[config.mk]
export PLATFORM = sky130hd
export DESIGN_NAME = fetch_unit
export DESIGN_NICKNAME = d
export VERILOG_FILES = /design/src/rtl/fetch_unit.sv
export SDC_FILE = /design/constraint.sdc
export NUM_CORES = 1
export LEC_CHECK = 0
export BUFFER_PORTS_ARGS = -buffer_cell sky130_fd_sc_hd__buf_2
export CAP_MARGIN = 10
export CORE_ASPECT_RATIO = 0.9
export CORE_MARGIN = 3
export CORE_UTILIZATION = 35
export CTS_BUF_LIST = sky130_fd_sc_hd__clkbuf_8
export CTS_CLUSTER_SIZE = 8
export DETAILED_ROUTE_END_ITERATION = 12
export PLACE_DENSITY = 0.58
export SLEW_MARGIN = 20
export SYNTH_ARGS = -nofsm -noshare
export SYNTH_HDL_FRONTEND = slang
export SYNTH_SLANG_ARGS = --single-unit
[constraint.sdc]
create_clock -name clk -period 2.5 [get_ports clk]
set_input_delay 0.125 -clock clk [delete_from_list [all_inputs] [get_ports clk]]
set_output_delay 0.125 -clock clk [all_outputs]
set_load 0.1 [all_outputs]
[src/rtl/fetch_unit.sv]
// RV32I fetch stage: keeps the fetch PC, issues one I-cache request at a time and
// buffers returned instructions with their PCs in a small FIFO for the decoder.
module fetch_unit #(
   parameter int                  PC_SIZE    = 32,
   parameter int                  INSTR_SIZE = 32,
   parameter int                  FIFO_DEPTH = 4,
   parameter logic [PC_SIZE-1:0]  RESET_PC   = '0
) (
   input  logic                  clk,
   input  logic                  rst_n,
   input  logic                  redirect_i,
   input  logic [PC_SIZE-1:0]    redirect_pc_i,
   output logic                  ic_req_o,
   output logic [PC_SIZE-1:0]    ic_addr_o,
   input  logic                  ic_gnt_i,
   input  logic                  ic_rvalid_i,
   input  logic [INSTR_SIZE-1:0] ic_rdata_i,
   output logic                  dec_valid_o,
   input  logic                  dec_ready_i,
   output logic [INSTR_SIZE-1:0] dec_instr_o,
   output logic [PC_SIZE-1:0]    dec_pc_o
);

   localparam int               PTR_W   = $clog2(FIFO_DEPTH);
   localparam logic [PTR_W:0]   DEPTH_V = (PTR_W+1)'(FIFO_DEPTH);

   typedef enum logic [1:0] {RUN, WAIT, DROP} state_t;

   state_t                  state_reg, state_next;
   logic [PC_SIZE-1:0]      fetch_pc_reg, fetch_pc_next;
   logic [PC_SIZE-1:0]      pend_pc_reg;
   logic [PTR_W-1:0]        wr_ptr_reg, rd_ptr_reg;
   logic [PTR_W:0]          count_reg, count_next;
   logic [PTR_W:0]          occupancy;
   logic                    fetch_en_reg;
   logic                    space, grant, push, pop;
   logic                    unused_pc_bits;

   logic [INSTR_SIZE-1:0]   instr_mem [FIFO_DEPTH];
   logic [PC_SIZE-1:0]      pc_mem    [FIFO_DEPTH];

   // Occupancy counts the outstanding response as a reserved slot; pops are not credited.
   assign occupancy = count_reg + {{PTR_W{1'b0}}, (state_reg == WAIT)};
   assign space     = occupancy < DEPTH_V;

   always_comb begin
      ic_req_o = 1'b0;
      if (fetch_en_reg && space && !redirect_i)
         ic_req_o = (state_reg == RUN) || ((state_reg == WAIT) && ic_rvalid_i);
   end

   assign ic_addr_o      = fetch_pc_reg;
   assign grant          = ic_req_o & ic_gnt_i;
   assign push           = (state_reg == WAIT) & ic_rvalid_i & ~redirect_i;
   assign pop            = dec_valid_o & dec_ready_i;
   assign unused_pc_bits = ^redirect_pc_i[1:0];

   always_comb begin
      state_next    = state_reg;
      fetch_pc_next = fetch_pc_reg;
      count_next    = count_reg + {{PTR_W{1'b0}}, push} - {{PTR_W{1'b0}}, pop};
      unique case (state_reg)
         RUN:  if (grant) state_next = WAIT;
         WAIT: begin
            if (redirect_i)
               state_next = ic_rvalid_i ? RUN : DROP;
            else if (ic_rvalid_i && !grant)
               state_next = RUN;
         end
         DROP: if (ic_rvalid_i) state_next = RUN;
         default: state_next = RUN;
      endcase
      if (redirect_i) begin
         fetch_pc_next = {redirect_pc_i[PC_SIZE-1:2], 2'b00};
         count_next    = '0;
      end else if (grant) begin
         fetch_pc_next = fetch_pc_reg + PC_SIZE'(4);
      end
   end

   always_ff @(posedge clk or negedge rst_n) begin
      if (!rst_n) begin
         state_reg    <= RUN;
         fetch_pc_reg <= RESET_PC;
         pend_pc_reg  <= '0;
         wr_ptr_reg   <= '0;
         rd_ptr_reg   <= '0;
         count_reg    <= '0;
         fetch_en_reg <= 1'b0;
      end else begin
         state_reg    <= state_next;
         fetch_pc_reg <= fetch_pc_next;
         count_reg    <= count_next;
         fetch_en_reg <= 1'b1;
         if (grant)
            pend_pc_reg <= fetch_pc_reg;
         if (redirect_i) begin
            wr_ptr_reg <= '0;
            rd_ptr_reg <= '0;
         end else begin
            if (push) wr_ptr_reg <= wr_ptr_reg + PTR_W'(1);
            if (pop)  rd_ptr_reg <= rd_ptr_reg + PTR_W'(1);
         end
      end
   end

   always_ff @(posedge clk) begin
      if (push) begin
         instr_mem[wr_ptr_reg] <= ic_rdata_i;
         pc_mem[wr_ptr_reg]    <= pend_pc_reg;
      end
   end

   // Head is gated so the decoder sees zeros, not stale storage, while empty.
   assign dec_valid_o = (count_reg != '0);
   assign dec_instr_o = dec_valid_o ? instr_mem[rd_ptr_reg] : '0;
   assign dec_pc_o    = dec_valid_o ? pc_mem[rd_ptr_reg]    : '0;

   rvalid_in_run: assert property (@(posedge clk) disable iff (!rst_n)
      !(ic_rvalid_i && (state_reg == RUN)));

endmodule
==> results of run 1 <==
## power breakdown
group / leakage (nW) / total [W] / switching, W / internal, W
clock network: 0.550 / 0.00403 / 0.00198 / 0.00205
logic: 2.58 / 0.00891 / 0.00615 / 0.00276
registers: 3.09 / 0.00679 / 0.000481 / 0.00631
total: 6.22 / 0.0197 / 0.00861 / 0.0111
## worst max path at each step
stage	startpoint	endpoint	slack, ns	cells past startpoint
floorplan	count_reg[1]	pend_pc_reg[19]	-0.47	5
global placement	count_reg[2]	count_reg[2]	0.18	9
detailed placement	count_reg[2]	count_reg[2]	0.20	9
CTS	rd_ptr_reg[0]	dec_pc_o[28]	-0.02	5
global route	rd_ptr_reg[0]	dec_instr_o[31]	-0.002	5
finish	rd_ptr_reg[0]	dec_instr_o[31]	0.10	5
## kinds of logic (layout without fill, tap and decap cells)
kind of cell / after synthesis / count (layout) / synth area share, %
flip-flops: 318 / 318 / 71.1
AND/OR/NAND/NOR: 177 / 177 / 7.72
multiplexers: 95 / 95 / 14.5
buffers and inverters: 45 / 366 / 1.67
AO/OA/AOI/OAI: 41 / 41 / 2.34
XOR/XNOR: 27 / 27 / 1.83
adder cells (fa/ha/maj): 8 / 8 / 0.831
other: 2 / 5 / 0.0580
## cells in the mapped netlist (2+ instances only)
cell         n  area (um^2)
xnor2_1      7         61.3
nor3_1       3         15.0
ha_1         7         87.6
inv_1        6         22.5
nand2b_1     2         12.5
mux2i_1      2         20.0
a2111oi_4    2         55.1
o21bai_1     3         22.5
nand3_1     14         70.1
mux2_2       2         22.5
nor2b_1      5         31.3
buf_1        4         15.0
clkbuf_1    20         75.1
mux4_2      62         1400
and3_1       8         50.1
or3_1        2         12.5
conb_1       2         7.51
nor4_1       2         12.5
buf_4        4         30.0
nand4_1     19          119
mux2_4      29          435
buf_6        3         33.8
o21ai_0     20          100
and2_1      69          432
nor2_1      14         52.6
and4_1       2         17.5
a21oi_1      2         10.0
a221o_1      3         30.0
o21ai_1      2         10.0
dfrtp_1     70         1750
edfxtp_1   248         7450
xor2_1      20          175
buf_2        8         40.0
nand2_1     33          124
## stage by stage
stage | utilization (%) | instance area (um^2) | instances | power (W) | setup slack, ns
after CTS | 45.5 | 16500 | 1510 | 0.0197 | -0.0155
after floorplan | - | 13000 | 716 | 0.0132 | -0.468
after detailed placement | 40.4 | 14700 | 1342 | 0.0150 | 0.200
after global routing | 45.9 | 16700 | 1513 | 0.0206 | -0.00217
after global placement | 40.4 | 14700 | 1342 | 0.0149 | 0.176
final | 45.9 | 16700 | 1513 | 0.0197 | 0.102
## worst register-to-register path, stage by stage (launching register included)
cell and delay (ns):
dfrtp_1 0.41, or3_2 0.49, and2_1 0.21, ha_1 0.29
inv_1 0.06, ha_1 0.13, inv_1 0.05, fa_1 0.37
xnor2_1 0.18, nor2_1 0.05
## routing by layer
layer	up-vias	global-route usage, %	share of wire [%]
met5	-	0	0
met4	0	3.45	1.3
met3	34	3.63	6.0
met2	225	23.1	46
met1	3724	21.5	47
li1	3342	-	-
## cell type report
cell class	count	area, um^2
sequential	318	9220
inverter	6	22.5
timing repair buffer	268	2360
fill	3191	19700
tap	476	596
clock buffer	56	771
multi-input combinational	353	3560
clock inverter	36	150
## repair_timing
item / 4_1_cts / 5_1_grt
resized for setup: 52 / 36
buffers inserted: 6 / 0
setup endpoints to repair: 62 / 38
pin swaps: 1 / 0
hold buffers: 68 / 0
cloned: 2 / 3
endpoints found under the hold margin: 238 / 0
==> results.ini, run 1 <==
[setup_path]
crit_fanout = 9
path_buf_inv = 3
r2r_cells = 9
startpoint_type = flip-flop
critical_path_arrival_ns = 2.27
critPathMaxStageDelay_ns = 0.49
r2r_end = count_reg[2]
crit_slowest_cell = mux4_2
critPathRequiredTime_ns = 2.38
crit_type = flip-flop to primary output
r2r_slack_ns = 0.15
crit_family = buffers and inverters
end_kind = primary output
crit_chain = buf_12 -> clkbuf_16 -> mux4_2 -> and2_1 -> buf_4
r2r-start = count_reg[2]

[job]
max_cap_violations = 0

[floorplan]
dieArea_um2 = 39300
die_w_um = 209
num_io_pins = 168
die_y_um = 188
core_region_area_um2 = 36300
row_count = 66
start_util_pct = 35.6

[cells_and_area]
final_cell_mix = edfxtp_1 (248), buf_2 (98), dlygate4sd3_1 (68)
final_common_cell = edfxtp_1
diodes = 0
largest_register_ffs = 128
reg_top3 = instr_mem x128, pc_mem x120
area_growth_pct = 28.9
layout.nets = 1076
layout-drive-gt1-share_pct = 36.6
largest_register = instr_mem

[routing]
wire_per_inst_um = 19.6
ant_nets = 0
drc_errors = 0
totalWireLength_um = 29700
dr_total_vias = 7325
drt-initial-drc-count = 332
via_per_inst = 4.84
dr.pass1.iters = 4

[yosys]
yosysSeqAreaShare_pct = 71.1
synth_cell_types = 48
ys.warnings.count = 0
synth_cells = 713
synth-seq-cells = 318
netlist_area_um2 = 12900
synth_flop_cell = edfxtp_1
synth_edf_count = 248
synth.avg_cell_area_um2 = 18.2
ys_async_sr_fraction_pct = 22.0

[sta]
tightest_slew_ns = 0.801
holdWs_ns = 0.112
fmax_mhz = 417
max_slew_margin_pct = 46.4
drv_slew = 0
setup_tns_ns = 0
fin_crit_ns = 2.40
fin_crit_sh_pct = 95.9
finalHoldViolCount = 0
setup_viol = 0
finClkSkew_ns = 0.0284

[place]
place_congestion = 0.754
port_buffers = 161
dp_hpwl_um = 17700

[grt]
grt_usage_pct = 14.9
grt_pass1_vias = 7776
grt_pass1_wl_um = 45900
grt_max_degree = 64
grt_overflow_total = 0
antenna_found_initial = 0

[clocking]
clock_latency_ns = 0.59
clkTransAtPathRegs_ns = 0.06
tritoncts = built
htree_levels = 2
clock_sinks = 318
clockBufferDepth = 3
cts_buffers = 51
cts-root-buf = clkbuf_8

[power_and_ir_drop]
peakVddDrop_v = 0.000681
power_density_nw_per_um2 = 1180
cellLeakagePower_nw = 6.22

[outcome]
status = completed

[min_path]
hp-class = primary input to asynchronous set/reset pin

No activity file was read; power rests on OpenSTA's default activity.
==> inputs of run 2 (changes only) <==
RECOVER_POWER = 25   (was not set)
==> results.ini, run 2 (synthesis gave the netlist of run 1 again) <==
[clocking]
clkTransAtPathRegs_ns = 0.06
tritoncts = built
htree_levels = 2
clock_latency_ns = 0.58
cts-root-buf = clkbuf_8
clockBufferDepth = 3
cts_buffers = 51
clock_sinks = 318

[sta]
fin_crit_sh_pct = 96.0
fmax_mhz = 417
finalHoldViolCount = 0
holdWs_ns = 0.246
fin_crit_ns = 2.40
max_slew_margin_pct = 47.0
setup_viol = 0
drv_slew = 0
tightest_slew_ns = 0.793
finClkSkew_ns = 0.0297
setup_ws_ns = 0.100

[place]
place_area_um2 = 14700
pre_cts_ws_ns = 0.200
dp_hpwl_um = 17700
place_congestion = 0.754
port_buffers = 161

[cells_and_area]
fillers = 3197
utilization_pct = 45.8
diodes = 0
largest_register = instr_mem
largest_register_ffs = 128
multi_input_area_um2 = 3560
area_growth_pct = 28.5
reg_top3 = instr_mem x128, pc_mem x120
layout.nets = 1076
layout-drive-gt1-share_pct = 33.4
final_cell_mix = edfxtp_1 (248), dlygate4sd3_1 (68), buf_2 (65)
final_area_um2 = 16600
seq_area_um2 = 9220
final_common_cell = edfxtp_1

[grt]
grt_pass1_wl_um = 45900
antenna_found_initial = 0
grt_overflow_total = 0
grt_max_degree = 64
grt_usage_pct = 14.9
grt_pass1_vias = 7776

[setup_path]
critical_path_arrival_ns = 2.27
crit_fanout = 9
critPathRequiredTime_ns = 2.38
end_kind = primary output
crit_start = rd_ptr_reg[0]
startpoint_type = flip-flop
r2r_slack_ns = 0.15
crit_type = flip-flop to primary output
r2r_cells = 9
r2r-start = count_reg[2]
worstSetupEndpoint = dec_instr_o[31]
r2r_end = count_reg[2]

[routing]
drt-initial-drc-count = 339
totalWireLength_um = 29700
via_per_inst = 4.85
drc_errors = 0
wire_per_inst_um = 19.6
ant_nets = 0
dr.pass1.iters = 4
dr_total_vias = 7337

[floorplan]
core_region_area_um2 = 36300
die_y_um = 188
row_count = 66
die_w_um = 209
num_io_pins = 168
start_util_pct = 35.6
dieArea_um2 = 39300

[job]
max_cap_violations = 0

[min_path]
hp-class = primary input to asynchronous set/reset pin

[power_and_ir_drop]
cellLeakagePower_nw = 6.13
power_density_nw_per_um2 = 1190
peakVddDrop_v = 0.000679

[outcome]
status = completed

## run 2: layout make-up
class	instances	area share [%]
timing repair buffer	268	13.9
multi-input combinational	353	21.4
tap	476	3.58
inverter	6	0.135
sequential	318	55.4
clock buffer	56	4.63
clock inverter	36	0.903
## run 2: what timing repair did
item	in CTS	in global routing
buffers inserted	6	0
cloned	2	3
resized for setup	52	36
endpoints found under the setup margin	62	38
hold buffers	68	0
pin swaps	1	0
endpoints found under the hold margin	238	0
## run 2: critical path, cell delays in order (launching register included)
cell and delay, ns:
dfrtp_4 0.44, buf_12 0.15, clkbuf_16 0.19, mux4_2 0.49
and2_1 0.18, buf_4 0.23
## run 2: how the worst min path moves through the flow
stage	startpoint	endpoint	slack (ns)	depth (start not counted)
3_3_place_gp	rst_n	ic_addr_o[25]	0.1	1
6_report	rst_n	ic_addr_o[22]	0.25	3
4_1_cts	rst_n	count_reg[0]	0.06	3
2_1_floorplan	rst_n	count_reg[0]	-0.17	0
3_5_place_dp	rst_n	ic_addr_o[25]	0.11	1
5_1_grt	redirect_pc_i[19]	ic_addr_o[19]	0.26	4
## run 2: routing by layer
layer / global-route usage (%) / routed length (um)
met1: 21.5 / 13800
met2: 23.1 / 13600
met3: 3.63 / 1920
met4: 3.45 / 380
met5: 0 / 0
## run 2: power by group
part | switching, W | internal [W] | total [W]
Clock | 0.00198 | 0.00205 | 0.00403
Combinational | 0.00615 | 0.00275 | 0.00890
Sequential | 0.000481 | 0.00631 | 0.00679
## run 2: metrics by stage
step / TNS [ns] / power [W] / cells
after floorplan: -17.01 / 0.0132 / 716
after global placement: 0 / 0.0149 / 1342
after detailed placement: 0 / 0.0150 / 1342
after CTS: -0.0271 / 0.0197 / 1510
after global routing: -0.00396 / 0.0206 / 1513
final: 0 / 0.0197 / 1513
==> inputs of run 3 (changes only) <==
SETUP_SLACK_MARGIN = 0.5   (was not set)
==> results.ini, run 3 (synthesis gave the netlist of run 1 again) <==
[grt]
grt_max_degree = 58
antenna_found_initial = 2
grt-busiest-layer = met2
grtUsageMet1_pct = 23.0
grt_util_met2_pct = 25.1
grt_overflow_total = 0
grt_usage_pct = 15.9
grt_pass1_vias = 8119
met3_usage_pct = 3.26
grt_pass1_wl_um = 48600

[setup_path]
critical_path_arrival_ns = 2.30
critPathRequiredTime_ns = 2.38
crit_family = multiplexers
startpoint_type = flip-flop
crit_start = rd_ptr_reg[0]
crit_chain = buf_8 -> mux4_2 -> and2_2 -> buf_4
crit_slowest_cell = mux4_2
critPathMaxStageDelay_ns = 0.57
end_kind = primary output
path_buf_inv = 2
crit_fanout = 8
r2r-start = count_reg[1]
crit_type = flip-flop to primary output

[floorplan]
row_count = 66
start_util_pct = 35.6
die_y_um = 188
num_io_pins = 168
core_region_area_um2 = 36300
die_w_um = 209
dieArea_um2 = 39300

[routing]
wire_per_inst_um = 20.4
drc_errors = 0
dr.pass1.iters = 4
drt-initial-drc-count = 414
totalWireLength_um = 32000
ant_nets = 0
via_per_inst = 4.88
dr_total_vias = 7630

[place]
place_congestion = 0.775
dp_hpwl_um = 18400
port_buffers = 161
place_area_um2 = 14800

[sta]
fin_crit_sh_pct = 97.1
tightest_slew_ns = 0.778
max_slew_margin_pct = 48.2
drv_slew = 0
rsz0062_at_grt = yes
fmax_mhz = 412
finClkSkew_ns = 0.0148
finalHoldViolCount = 0
fin_crit_ns = 2.43
setup_viol = 0
holdWs_ns = 0.152

[job]
max_cap_violations = 0

[cells_and_area]
layout-drive-gt1-share_pct = 47.3
seq_area_um2 = 9270
area_growth_pct = 41.4
fillers = 3034
largest_register_ffs = 128
layout.nets = 1129
final_common_cell = edfxtp_1
largest_register = instr_mem
multi_input_area_um2 = 3920
final_area_um2 = 18300
final_cell_mix = edfxtp_1 (248), dlygate4sd3_1 (68), buf_12 (67)
reg_top3 = instr_mem x128, pc_mem x120

[min_path]
hp-class = primary input to asynchronous set/reset pin

[power_and_ir_drop]
power_density_nw_per_um2 = 1220
peakVddDrop_v = 0.000766
cellLeakagePower_nw = 6.79

[clocking]
tritoncts = built
clock_sinks = 318
clkTransAtPathRegs_ns = 0.05
clock_latency_ns = 0.58
cts_buffers = 53
cts-root-buf = clkbuf_8
clockBufferDepth = 3
htree_levels = 2

[outcome]
status = completed

[run 3: cell type report]
cell class | count | area share, %
diodes | 1 | 0.0137
clock buffers | 61 | 4.59
clock inverters | 31 | 1.01
inverters | 6 | 0.137
multi-input cells | 353 | 21.4
flip-flops and latches | 318 | 50.6
well taps | 476 | 3.25
repair buffers | 319 | 19.0
[run 3: worst paths after layout]
kind | slack, ns | cells past startpoint | end
worst max-delay path | 0.07 | 4 | dec_pc_o[21]
worst min-delay path | 0.15 | 2 | ic_addr_o[21]
worst max register to register | 0.27 | 8 | count_reg[1]
max in group asynchronous | 1.70 | 3 | count_reg[1]
worst min register to register | 0.49 | 1 | state_reg[0]
min in group clk | 0.30 | 4 | ic_addr_o[10]
[run 3: repair_timing]
action | in CTS | in global routing
gates resized for setup | 312 | 58
pin swaps | 34 | 43
setup buffers | 24 | 22
cloned | 6 | 4
hold buffers | 68 | 0
hold endpoints to repair | 223 | 0
endpoints found under the setup margin | 111 | 326
[run 3: power by group]
part           switching (W)  internal [W]  total (W)
Clock                0.00199       0.00242    0.00440
Combinational        0.00667       0.00449     0.0112
Sequential          0.000503       0.00633    0.00683
[run 3: per-stage QoR]
stage / instances / total power, W / TNS (ns) / utilization [%] / setup WS [ns]
2_1_floorplan: 716 / 0.0135 / -16.87 / - / -0.466
3_3_place_gp: 1348 / 0.0149 / 0 / 40.7 / 0.266
3_5_place_dp: 1348 / 0.0150 / 0 / 40.7 / 0.268
4_1_cts: 1538 / 0.0222 / -0.00254 / 49.3 / -0.00254
5_1_grt: 1565 / 0.0233 / -0.0931 / 50.4 / -0.0280
6_report: 1565 / 0.0224 / 0 / 50.4 / 0.0736
[run 3: layer usage]
layer  share of wire [%]  vias to the layer above
met3                 5.3                       42
li1                    -                     3448
met4                 1.4                        0
met2                  48                      253
met1                  45                     3887
met5                   0                        -
